--- config.mk ---
export PLATFORM = sky130hd
export DESIGN_NAME = mult_seq_ctrl
export DESIGN_NICKNAME = d
export VERILOG_FILES = /design/src/rtl/mult_ctrl_pkg.sv /design/src/rtl/mult_bit_cnt.sv /design/src/rtl/mult_seq_ctrl.sv
export SDC_FILE = /design/constraint.sdc
export NUM_CORES = 1
export LEC_CHECK = 0
export CAP_MARGIN = 20
export CORE_AREA = 2 2 39 41
export DETAILED_ROUTE_END_ITERATION = 8
export DIE_AREA = 0 0 41 43
export SLEW_MARGIN = 15
export SYNTH_ARGS = -nofsm -noshare
export SYNTH_HDL_FRONTEND = slang
export SYNTH_SLANG_ARGS = --single-unit
--- constraint.sdc ---
create_clock -name clk -period 1.7 [get_ports clk]
set_input_delay 0.34 -clock clk [delete_from_list [all_inputs] [get_ports clk]]
set_output_delay 0.34 -clock clk [all_outputs]
set_load 0.02 [all_outputs]
--- src/rtl/mult_ctrl_pkg.sv ---
// Shared types and constants for the sequential shift-add multiplier controller.
package mult_ctrl_pkg;

    // Default multiplier operand width in bits.
    localparam int N_DEFAULT = 4;

    // Controller state encoding. Encodings 6 and 7 are unreachable.
    typedef enum logic [2:0] {
        S_IDLE  = 3'd0,
        S_CLR   = 3'd1,
        S_LOAD  = 3'd2,
        S_ADD   = 3'd3,
        S_SHIFT = 3'd4,
        S_DONE  = 3'd5
    } state_e;

    // Bit-counter width: ceil(log2(n)), never below one bit.
    function automatic int cnt_width(input int n);
        return (n <= 2) ? 1 : $clog2(n);
    endfunction

endpackage

--- src/rtl/mult_bit_cnt.sv ---
// Bit counter for the multiplier controller: counts completed SHIFT steps.
// It saturates at N-1 so it can never wrap inside one operation.
module mult_bit_cnt
    import mult_ctrl_pkg::*;
#(
    parameter  int N  = N_DEFAULT,
    localparam int CW = cnt_width(N)
) (
    input  logic          clk,
    input  logic          reset_n,
    input  logic          clear,
    input  logic          increment,
    output logic [CW-1:0] count,
    output logic          last
);

    localparam logic [CW-1:0] LAST_VAL = CW'(N - 1);

    logic [CW-1:0] count_q;
    logic [CW-1:0] count_d;

    // Next count: clear has priority, increment stops at the last bit.
    always_comb begin
        count_d = count_q;
        if (clear) begin
            count_d = '0;
        end else if (increment && (count_q != LAST_VAL)) begin
            count_d = count_q + 1'b1;
        end
    end

    // Count register, cleared asynchronously by reset.
    always_ff @(posedge clk or negedge reset_n) begin
        if (!reset_n) begin
            count_q <= '0;
        end else begin
            count_q <= count_d;
        end
    end

    assign count = count_q;
    assign last  = (count_q == LAST_VAL);

endmodule

--- src/rtl/mult_seq_ctrl.sv ---
// Control FSM for an N-bit sequential shift-add multiplier.
//
// Strobe protocol: start is a level request sampled only in IDLE; nothing is
// queued and there is no acknowledge besides busy going high on the next
// cycle. clr, ld, ldp, shp and shb are single-cycle, mutually exclusive
// datapath strobes (shp and shb always fire together). done is a one-cycle
// pulse after the last shift; an aborted or reset operation never pulses done.
module mult_seq_ctrl
    import mult_ctrl_pkg::*;
#(
    parameter  int N  = N_DEFAULT,
    localparam int CW = cnt_width(N)
) (
    input  logic          clk,
    input  logic          reset_n,
    input  logic          start,
    input  logic          abort,
    input  logic          b_lsb,
    output logic          clr,
    output logic          ld,
    output logic          ldp,
    output logic          shp,
    output logic          shb,
    output logic          busy,
    output logic          done,
    output state_e        state_dbg,
    output logic [CW-1:0] cnt_dbg
);

    state_e state_q;
    state_e state_d;

    logic cnt_clear;
    logic cnt_inc;
    logic cnt_last;

    mult_bit_cnt #(
        .N(N)
    ) u_bit_cnt (
        .clk      (clk),
        .reset_n  (reset_n),
        .clear    (cnt_clear),
        .increment(cnt_inc),
        .count    (cnt_dbg),
        .last     (cnt_last)
    );

    // Next-state and output decode; every strobe defaults low.
    always_comb begin
        state_d   = state_q;
        clr       = 1'b0;
        ld        = 1'b0;
        ldp       = 1'b0;
        shp       = 1'b0;
        shb       = 1'b0;
        busy      = 1'b0;
        done      = 1'b0;
        cnt_clear = 1'b0;
        cnt_inc   = 1'b0;
        case (state_q)
            S_IDLE: begin
                // start beats a simultaneous abort here.
                if (start) begin
                    state_d = S_CLR;
                end
            end
            S_CLR: begin
                clr     = 1'b1;
                busy    = 1'b1;
                state_d = abort ? S_IDLE : S_LOAD;
            end
            S_LOAD: begin
                ld        = 1'b1;
                busy      = 1'b1;
                cnt_clear = 1'b1;
                state_d   = abort ? S_IDLE : S_ADD;
            end
            S_ADD: begin
                ldp     = b_lsb;
                busy    = 1'b1;
                state_d = abort ? S_IDLE : S_SHIFT;
            end
            S_SHIFT: begin
                shp  = 1'b1;
                shb  = 1'b1;
                busy = 1'b1;
                if (abort) begin
                    state_d = S_IDLE;
                end else if (cnt_last) begin
                    state_d = S_DONE;
                end else begin
                    cnt_inc = 1'b1;
                    state_d = S_ADD;
                end
            end
            S_DONE: begin
                done    = 1'b1;
                state_d = S_IDLE;
            end
            default: begin
                // Illegal encodings recover to IDLE with all strobes low.
                state_d = S_IDLE;
            end
        endcase
    end

    // State register; reset forces IDLE without waiting for a clock edge.
    always_ff @(posedge clk or negedge reset_n) begin
        if (!reset_n) begin
            state_q <= S_IDLE;
        end else begin
            state_q <= state_d;
        end
    end

    assign state_dbg = state_q;

endmodule

==> metrics.csv <==
stage,metric,value,unit
outcome,status,"complete, no violations",
grt,total congestion overflow,0,
power_and_ir_drop,total power divided by cell area,1504,nW/um^2
sta,clk_skew,0.0006482,ns
logic_synthesis,top-area cell type share of the netlist area,35.84,%
run,Max Cap Viol,0,
cells_and_area,nets,65,
clock_tree,clock sink count,5,
floorplanning,io pins,17,
clock_tree,# H-tree levels,1,
placement,routability cong.,0.6626,
sta,Fin. Hold Viols,0,
placement,DP Area,546.8,sq um
logic_synthesis,Post-Synth XOR/XNOR Area,7.527,%
power_and_ir_drop,combinational fraction of design power,63.5,%
logic_synthesis,simple-gate share of the synthesized area,27.96,%
setup_path,Reg2Reg Setup Slack,0.12,ns
route,final wirelength,699,microns
cells_and_area,# diodes,0,
clock_tree,later-pin clock latency in the skew report,0.23,ns
sta,Worst Tran Pin Value,0.2244,ns
sta,count of final setup violators,0,
min_path,Hold Path Class,input port to async pin,
logic_synthesis,Post-Synth Adder-Cell Area,3.584,%
sta,Tmin final,1.635,ns
cells_and_area,fillcell total,153,
floorplanning,die height,43,microns
floorplanning,Die Area,1763,sq um
sta,Rel. slew slack,85.02,%
power_and_ir_drop,Sw Share,39.72,%
route,vias per std cell,4.189,
logic_synthesis,"EDFF count, synth",0,
grt,total track usage,9.919,%
sta,RSZ-0062 raised after global routing,false,
grt,initial antenna violation count,0,
logic_synthesis,"FFs w/ async S/R, synth",100.0,%
logic_synthesis,post-synthesis average cell area,9.974,sq um
setup_path,worst-path fanout max,2,
cells_and_area,Final Cell Area,561.8,sq um
sta,final hold slack,0.3191,ns
setup_path,RR Endpoint,u_bit_cnt.count[0],
clock_tree,CTS tree,yes,
logic_synthesis,count of cell types in the netlist,21,
power_and_ir_drop,Final Power,0.8448,mW
cells_and_area,share of layout cells above drive strength 1,37.93,%
logic_synthesis,Mapped Cells,35,
setup_path,"slowest stage delay, CP",0.49,ns
route,Avg WL per Cell,9.446,microns
floorplanning,num rows,14,
setup_path,worst path cell trace,or3b_2 > inv_1 > buf_2,
cells_and_area,Post-Layout Cell Count,74,
route,total number of vias,310,
sta,Max Slew Vio Count,0,
placement,Placed Cells incl. Taps,70,
logic_synthesis,"Cell Area, Synth",349.1,sq um
setup_path,reg2reg path depth,4,
route,first-iteration detailed-routing DRC count,4,
clock_tree,hold_buf cts,0,
floorplanning,core area,1384,sq um
power_and_ir_drop,Peak VDD IR,0.0005448,V
logic_synthesis,Compound-Gate Fraction of Synth Area,7.168,%
grt,first-pass GRT wire length,1.214,mm
floorplanning,Initial Util,25.23,%
setup_path,CP endpoint kind,output pin,
power_and_ir_drop,Internal Power,0.5092,mW
setup_path,Worst setup SP type,flip-flop,
setup_path,CP arrival,1.30,ns
logic_synthesis,synthesis-stage register bit count,5,
power_and_ir_drop,LEAKAGE,0.2877,nW
clock_tree,post-CTS setup buffer count,0,
floorplanning,DIE WIDTH,41,microns
logic_synthesis,Most used DFF post-synth,dfrtp_1,
setup_path,worst path required time,1.36,ns
logic_synthesis,largest family of logic cells by synthesized area,simple AND/OR/NAND/NOR gates,
logic_synthesis,"area leader, netlist",dfrtp_1,
placement,DP HPWL,556.3,microns
logic_synthesis,Ys Warns,0,
clock_tree,total CTS buffers,3,
sta,post-route setup TNS,0,ns
clock_tree,clk slew on worst S/H paths,0.04,ns
setup_path,Worst R2R Start,u_bit_cnt.count[0],
logic_synthesis,"top cells by count, synth","dfrtp_1, nor2_1, xnor2_1",
route,Pre-antenna DRT Iters,4,
grt,vias in the first global route,315,
power_and_ir_drop,Clk pwr share,15.5,%
route,DRC,0,
power_and_ir_drop,Seq pwr share,21.0,%
logic_synthesis,syn nets,41,
grt,largest net degree at the start of global routing,12,
placement,port buffer count,16,
logic_synthesis,largest cells by area after synthesis,"dfrtp_1, xnor2_1, buf_6",
sta,FMAX,0.6115,GHz
route,"antenna viol nets, final",0,
logic_synthesis,register area share after synthesis,35.84,%
setup_path,CP max-delay cell,or3b_2,
cells_and_area,Area Overhead vs Synth,60.93,%
sta,post-route clock period utilization,96.20,%
clock_tree,CTS Buffer Depth,2,
clock_tree,Clk Tree Root Cell,clkbuf_4,
logic_synthesis,post-synthesis mux area share,5.735,%
power_and_ir_drop,P_sw,0.3356,mW
setup_path,Setup Crit Path Kind,flip-flop to output pin,
## power groups by stage
stage	clock [mW]	combinational, mW	sequential (mW)
6_report	0.131	0.536	0.177
5_1_grt	0.143	0.589	0.181
4_1_cts	0.141	0.551	0.177
3_5_place_dp	0	0.572	0.179
3_3_place_gp	0	0.568	0.178
2_1_floorplan	0	0.286	0.228
## registers in the layout, summed over array words and instances (netlist names)
register and cells:
u_bit_cnt.count 2, state_dbg 3
## through the flow
step,utilization (%),worst slack (ns)
3_3_place_gp,39.51,-0.1730
4_1_cts,41.41,-0.0009354
2_1_floorplan,-,0.09581
3_5_place_dp,39.51,-0.1745
5_1_grt,40.60,0.004506
6_report,40.60,0.06459
## worst max-delay path by stage
stage / start / endpoint / slack [ns] / cells after the start
final: state_dbg[0] / ld / 0.06 / 3
after global routing: state_dbg[1] / clr / 0.005 / 3
after CTS: state_dbg[1] / ldp / -0.0009 / 4
after detailed placement: b_lsb / ldp / -0.17 / 3
after global placement: b_lsb / ldp / -0.17 / 3
after floorplan: u_bit_cnt.count[0] / u_bit_cnt.count[0] / 0.1 / 4
## cells in the final DEF, fill, tap and decap left out, types with 3 or more instances in the layout
master,count
buf_2,4
buf_4,7
clkbuf_4,3
clkdlybuf4s50_1,6
dfrtp_1,5
dlygate4sd2_1,4
nor2_1,4
xnor2_1,3
## logic make-up after synthesis
group,after synthesis
AO/OA/AOI/OAI,3
XOR/XNOR,3
adder cells (fa/ha/maj),1
buffers and inverters,6
flip-flops,5
multiplexers,2
AND/OR/NAND/NOR,15
## worst max-delay path: cells and delay by family, from the launching register on
family        cells  cell delay [ns]
simple gates      1             0.49
flops             1             0.36
buf+inv           2             0.21
## per-layer routing
layer	wire, microns	vias to the layer above	GRT usage, %
met5	0	-	0
met4	0	0	6.000
met3	38	0	1.571
met2	396	8	15.63
met1	264	142	11.88
li1	-	160	-
## cell type report
cell class	count	area [sq um]	area share (%)
timing repair buffer	23	191.4	34.08
multi-input combinational	24	191.4	34.08
tap	16	20.02	3.563
sequential	5	125.1	22.27
clock buffer	4	26.28	4.677
inverter	2	7.507	1.336
## what timing repair did
item	4_1_cts	5_1_grt
setup endpoints to repair	9	5
resized for setup	23	5
gates cloned	0	0
Power figures use the tool's default switching activity.
